==> src/rtl/alu_acc.sv <==
// ---------------------------------------------------------------------------
// alu_acc
//   Arithmetic/logic unit of the 8-bit nanoprocessor. It holds the
//   accumulator, the carry and zero flag registers and the output port
//   register. The ALU is combinational from I, ACC, D and C. Results are
//   committed on the controller's EXE strobes.
//
//   Strobe semantics: there is no valid/ready handshake. load_ACC and
//   load_OUT are single-cycle pulses from the controller and are never
//   back-pressured. Every edge that sees a strobe acts on it.
//   Back-to-back pulses chain through the freshly written ACC.
//
// Ports
//   clk      : clock; all state updates on its rising edge
//   reset    : synchronous active-high reset; overrides both strobes
//   I        : opcode from the instruction register (stable in EXE)
//   D        : operand word from data memory (valid in EXE)
//   load_ACC : commit ALU result, C and Z this edge (opcodes 1..12 only)
//   load_OUT : copy ACC into OUT this edge when I is OUT (13)
//   ACC      : accumulator register; also the memory write data
//   Z        : zero flag register
//   C        : carry flag register
//   OUT      : output port register
// ---------------------------------------------------------------------------
module alu_acc #(
   parameter int WIDTH = 8
) (
   input  logic             clk,
   input  logic             reset,
   input  logic [7:0]       I,
   input  logic [WIDTH-1:0] D,
   input  logic             load_ACC,
   input  logic             load_OUT,
   output logic [WIDTH-1:0] ACC,
   output logic             Z,
   output logic             C,
   output logic [WIDTH-1:0] OUT
);

   localparam logic [7:0] OP_XOR = 8'd1;
   localparam logic [7:0] OP_AND = 8'd2;
   localparam logic [7:0] OP_OR  = 8'd3;
   localparam logic [7:0] OP_ADD = 8'd4;
   localparam logic [7:0] OP_ADC = 8'd5;
   localparam logic [7:0] OP_SUB = 8'd6;
   localparam logic [7:0] OP_SBC = 8'd7;
   localparam logic [7:0] OP_ROL = 8'd8;
   localparam logic [7:0] OP_ROR = 8'd9;
   localparam logic [7:0] OP_LDA = 8'd10;
   localparam logic [7:0] OP_LSL = 8'd11;
   localparam logic [7:0] OP_LSR = 8'd12;
   localparam logic [7:0] OP_OUT = 8'd13;

   // Zero-extended operands so every sum is formed at WIDTH+1 bits. The top
   // bit of the sum is the carry out.
   logic [WIDTH:0] acc_x;
   logic [WIDTH:0] d_x;
   logic [WIDTH:0] nd_x;
   logic [WIDTH:0] c_x;
   logic [WIDTH:0] sum;

   logic [WIDTH-1:0] alu_res;
   logic             alu_c;
   logic             op_valid;   // opcode is one of the twelve ALU operations

   assign acc_x = {1'b0, ACC};
   assign d_x   = {1'b0, D};
   assign nd_x  = {1'b0, ~D};
   assign c_x   = {{WIDTH{1'b0}}, C};

   always_comb begin
      sum      = '0;
      alu_res  = ACC;
      alu_c    = C;
      op_valid = 1'b1;
      unique case (I)
         OP_XOR: alu_res = ACC ^ D;
         OP_AND: alu_res = ACC & D;
         OP_OR:  alu_res = ACC | D;
         OP_ADD: begin
            sum     = acc_x + d_x;
            alu_res = sum[WIDTH-1:0];
            alu_c   = sum[WIDTH];
         end
         OP_ADC: begin
            sum     = acc_x + d_x + c_x;
            alu_res = sum[WIDTH-1:0];
            alu_c   = sum[WIDTH];
         end
         // Subtraction is addition of the one's complement; carry out of 1
         // means no borrow occurred.
         OP_SUB: begin
            sum     = acc_x + nd_x + {{WIDTH{1'b0}}, 1'b1};
            alu_res = sum[WIDTH-1:0];
            alu_c   = sum[WIDTH];
         end
         OP_SBC: begin
            sum     = acc_x + nd_x + c_x;
            alu_res = sum[WIDTH-1:0];
            alu_c   = sum[WIDTH];
         end
         // Rotates go through the carry: a WIDTH+1 bit ring.
         OP_ROL: begin
            alu_res = {ACC[WIDTH-2:0], C};
            alu_c   = ACC[WIDTH-1];
         end
         OP_ROR: begin
            alu_res = {C, ACC[WIDTH-1:1]};
            alu_c   = ACC[0];
         end
         OP_LDA: alu_res = D;
         OP_LSL: begin
            alu_res = {ACC[WIDTH-2:0], 1'b0};
            alu_c   = ACC[WIDTH-1];
         end
         OP_LSR: begin
            alu_res = {1'b0, ACC[WIDTH-1:1]};
            alu_c   = ACC[0];
         end
         default: op_valid = 1'b0;
      endcase
   end

   always_ff @(posedge clk) begin
      if (reset) begin
         ACC <= '0;
         C   <= 1'b0;
         Z   <= 1'b0;
         OUT <= '0;
      end else begin
         // Undefined opcodes leave ACC, C and Z untouched, including opcode 13.
         if (load_ACC && op_valid) begin
            ACC <= alu_res;
            C   <= alu_c;
            Z   <= (alu_res == '0);
         end
         // load_OUT fires every EXE cycle, so it must be qualified by the
         // opcode. OUT samples the pre-edge ACC.
         if (load_OUT && (I == OP_OUT)) begin
            OUT <= ACC;
         end
      end
   end

endmodule

==> config.mk <==
export PLATFORM = sky130hd
export DESIGN_NAME = alu_acc
export DESIGN_NICKNAME = d
export VERILOG_FILES = /design/src/rtl/alu_acc.sv
export SDC_FILE = /design/constraint.sdc
export NUM_CORES = 1
export LEC_CHECK = 0
export ABC_AREA = 1
export CORE_UTILIZATION = 60
export CTS_CLUSTER_DIAMETER = 60
export DETAILED_ROUTE_END_ITERATION = 16
export DONT_BUFFER_PORTS = 1
export PLACE_DENSITY = 0.83
export SYNTH_ARGS = -nofsm -noshare
export SYNTH_HDL_FRONTEND = slang
export SYNTH_SLANG_ARGS = --single-unit
==> constraint.sdc <==
create_clock -name clk -period 3.5 [get_ports clk]
set_input_delay 0.525 -clock clk [delete_from_list [all_inputs] [get_ports clk]]
set_output_delay 0.525 -clock clk [all_outputs]
set_load 0.05 [all_outputs]
==> metrics <==
outcome=complete, no violations; DRC=0; TritonCTS clock tree=yes; Area Overhead vs Synth=4.43%; drt wl/cell=15.8 um; sequential cell area=around 360 um2; initial DRC count=394; fin worst setup slack=about 0.37 ns; WHS Path Cells=1; vias in the first global route=about 3,300; startpoint types=flip-flop; Critical Path End Type=flip-flop; gpl congestion=1.03; Tcrit/Tclk final=between 80% and 90%; arrival time at the worst endpoint=around 3.3 ns; # IOs=38; CTS Sinks=18; synth unique cells=32; sequential share of the synthesized area=11.5%; PwrDens=around 160 nW/um2; synth warn=0; Cell Area, Placed=about 3200 um2; GR Util met1=47.3%; Post-CTS Resized=0; post-route ant nets=0; Hold Crit Class=input pin to flip-flop; Synth Register Bits=18; # rows=25; critical path type=flip-flop to flip-flop; die footprint=5510 um2; most frequent cells in the layout=164 x nand2_1, 84 x nand3_1, 66 x inv_1; CP required=between 3 and 4 ns; via/cell ratio=around 5.8; DIE HEIGHT=roughly 74 um; Rel. slew slack=55.5%; first-pass GRT wire length=~15,000 um; Root Buffer=clkbuf_8; syn avg cell area=5.57 um2; Critical Path Start=ACC[6]; Die X=between 70 and 80 um; post-CTS setup buffers=0; Setup TNS=0 ns; clk_lat worst skew=between 0.2 and 0.3 ns; Lkg Pwr=about 0.0017 uW; Post-CTS Hold Buffers=0; Max VDD drop=roughly 210 uV; shortest period the worst path allows=about 3.1 ns; Max Clock Skew=between 0.007 and 0.008 ns; Max Freq=320 MHz; fin area=between 3000 and 4000 um2; RR Startpoint=ACC[6]; IO buf count=0; Ant. Diodes=0; post-synthesis cell count=562; syn_nets=614; Final Hold Slack=about 0.32 ns; nets=slightly above 600; Max-Cap Viols=0; Mapped Area=roughly 3100 um2; Clk pin slew, worst setup/hold paths=about 0.070 ns; Clock Tree Buf Depth=2; met2 global-route usage=between 60% and 70%; Final setup violation count=0; Fill cells=about 520; routed wire length=between 10,000 and 15,000 um; RSZ-0062 raised after global routing=no; Initial Util=around 64%; share of layout cells above drive strength 1=about a tenth; Overall Power=around 540 uW; gr usage total=between 30 and 40%; Max Slew Vio Count=0; R2R depth=17; Via Count=between 3,000 and 4,000; clock buffer count from CTS=3; Top Usage Layer GRT=met2; Post-DP HPWL=approximately 8000 um; area of the multi-input gates=2420 um2; maximum fanout along the worst path=6; Hold Fails Final Rpt=0; largest net degree at the start of global routing=19; GR Overflow Total=0; hold wc startpoint=reset; H-tree depth=1; core area=roughly 5000 um2; TritonRoute pass-1 iters=5; worst slack, placed=0.512 ns; antenna violations before repair=0; commonest non-fill, non-tap cell in the layout=nand2_1; measured slew at the worst slew-check pin=0.666 ns; grt met3 use=5.96%
[sequential cells by signal, summed over array words and instances (netlist names)]
signal	cells
C	1
ACC	8
Z	1
OUT	8
[logic make-up after synthesis]
kind of cell | share of synthesized area [%]
AOI/OAI and AO/OA | 11.1
adders and majority gates | 13.3
DFF | 11.5
buffers and inverters | 11.1
and+or+nand+nor | 53.1
[synthesized netlist by cell type (all sizes together)]
cell type / n / area share [%]
or2: 1 / 0.20
ha: 30 / 12
o211ai: 2 / 0.48
buf: 8 / 1.8
dfxtp: 18 / 12
fa: 2 / 1.3
nand3b: 3 / 0.72
nand2: 180 / 24
a21oi: 23 / 3.8
o21bai: 1 / 0.24
inv: 76 / 9.2
o21ai: 30 / 4.8
nand3: 84 / 13
nor2: 77 / 11
nand4: 14 / 2.8
clkbuf: 1 / 0.12
o22ai: 4 / 0.80
nor3: 4 / 0.64
o21a: 1 / 0.24
a211oi: 3 / 0.72
[worst paths after layout]
| kind | to | slack, ns |
|---|---|---|
| worst min-delay path | Z | 0.32 |
| worst max-delay path | C | 0.37 |
| worst max register to register | C | 0.37 |
| worst min register to register | OUT[5] | 0.53 |
[final cells by class]
class	instances	share of cell area, %
tap	67	2.56
sequential	18	11.0
inverter	76	8.80
multi-input combinational	459	74.1
timing repair buffer	8	1.84
clock buffer	4	1.68
[critical path, stage by stage (launching register included)]
cell	delay [ns]
dfxtp_1	0.75
inv_1	0.22
ha_1	0.46
inv_1	0.12
nand2_1	0.07
nand2_1	0.05
a21oi_1	0.18
nand3_1	0.09
nand2_1	0.15
nand2_1	0.07
nor2_1	0.18
nand3_1	0.11
nand3_1	0.08
o21ai_0	0.15
nor2_1	0.15
nand3_1	0.07
nand2_1	0.07
inv_1	0.04
[where the power goes]
group	leakage (uW)	switching, uW	total [uW]	internal [uW]
Combinational	0.00157	113	156	43.3
Clock	0.0000288	70.6	171	100
Sequential	0.000145	5.16	212	207
[metal layers]
layer,vias up,part of all wire [%]
met2,174,45
li1,1828,-
met5,-,0
met1,1621,43
met4,0,3.5
met3,33,8.7
[per-stage QoR]
stage / utilization [%] / std cells
finish: 67.1 / 632
global route: 67.1 / 632
CTS: 67.1 / 632
detailed placement: 65.9 / 628
global placement: 65.9 / 628
floorplan: - / 562
No activity file was read; power rests on OpenSTA's default activity.
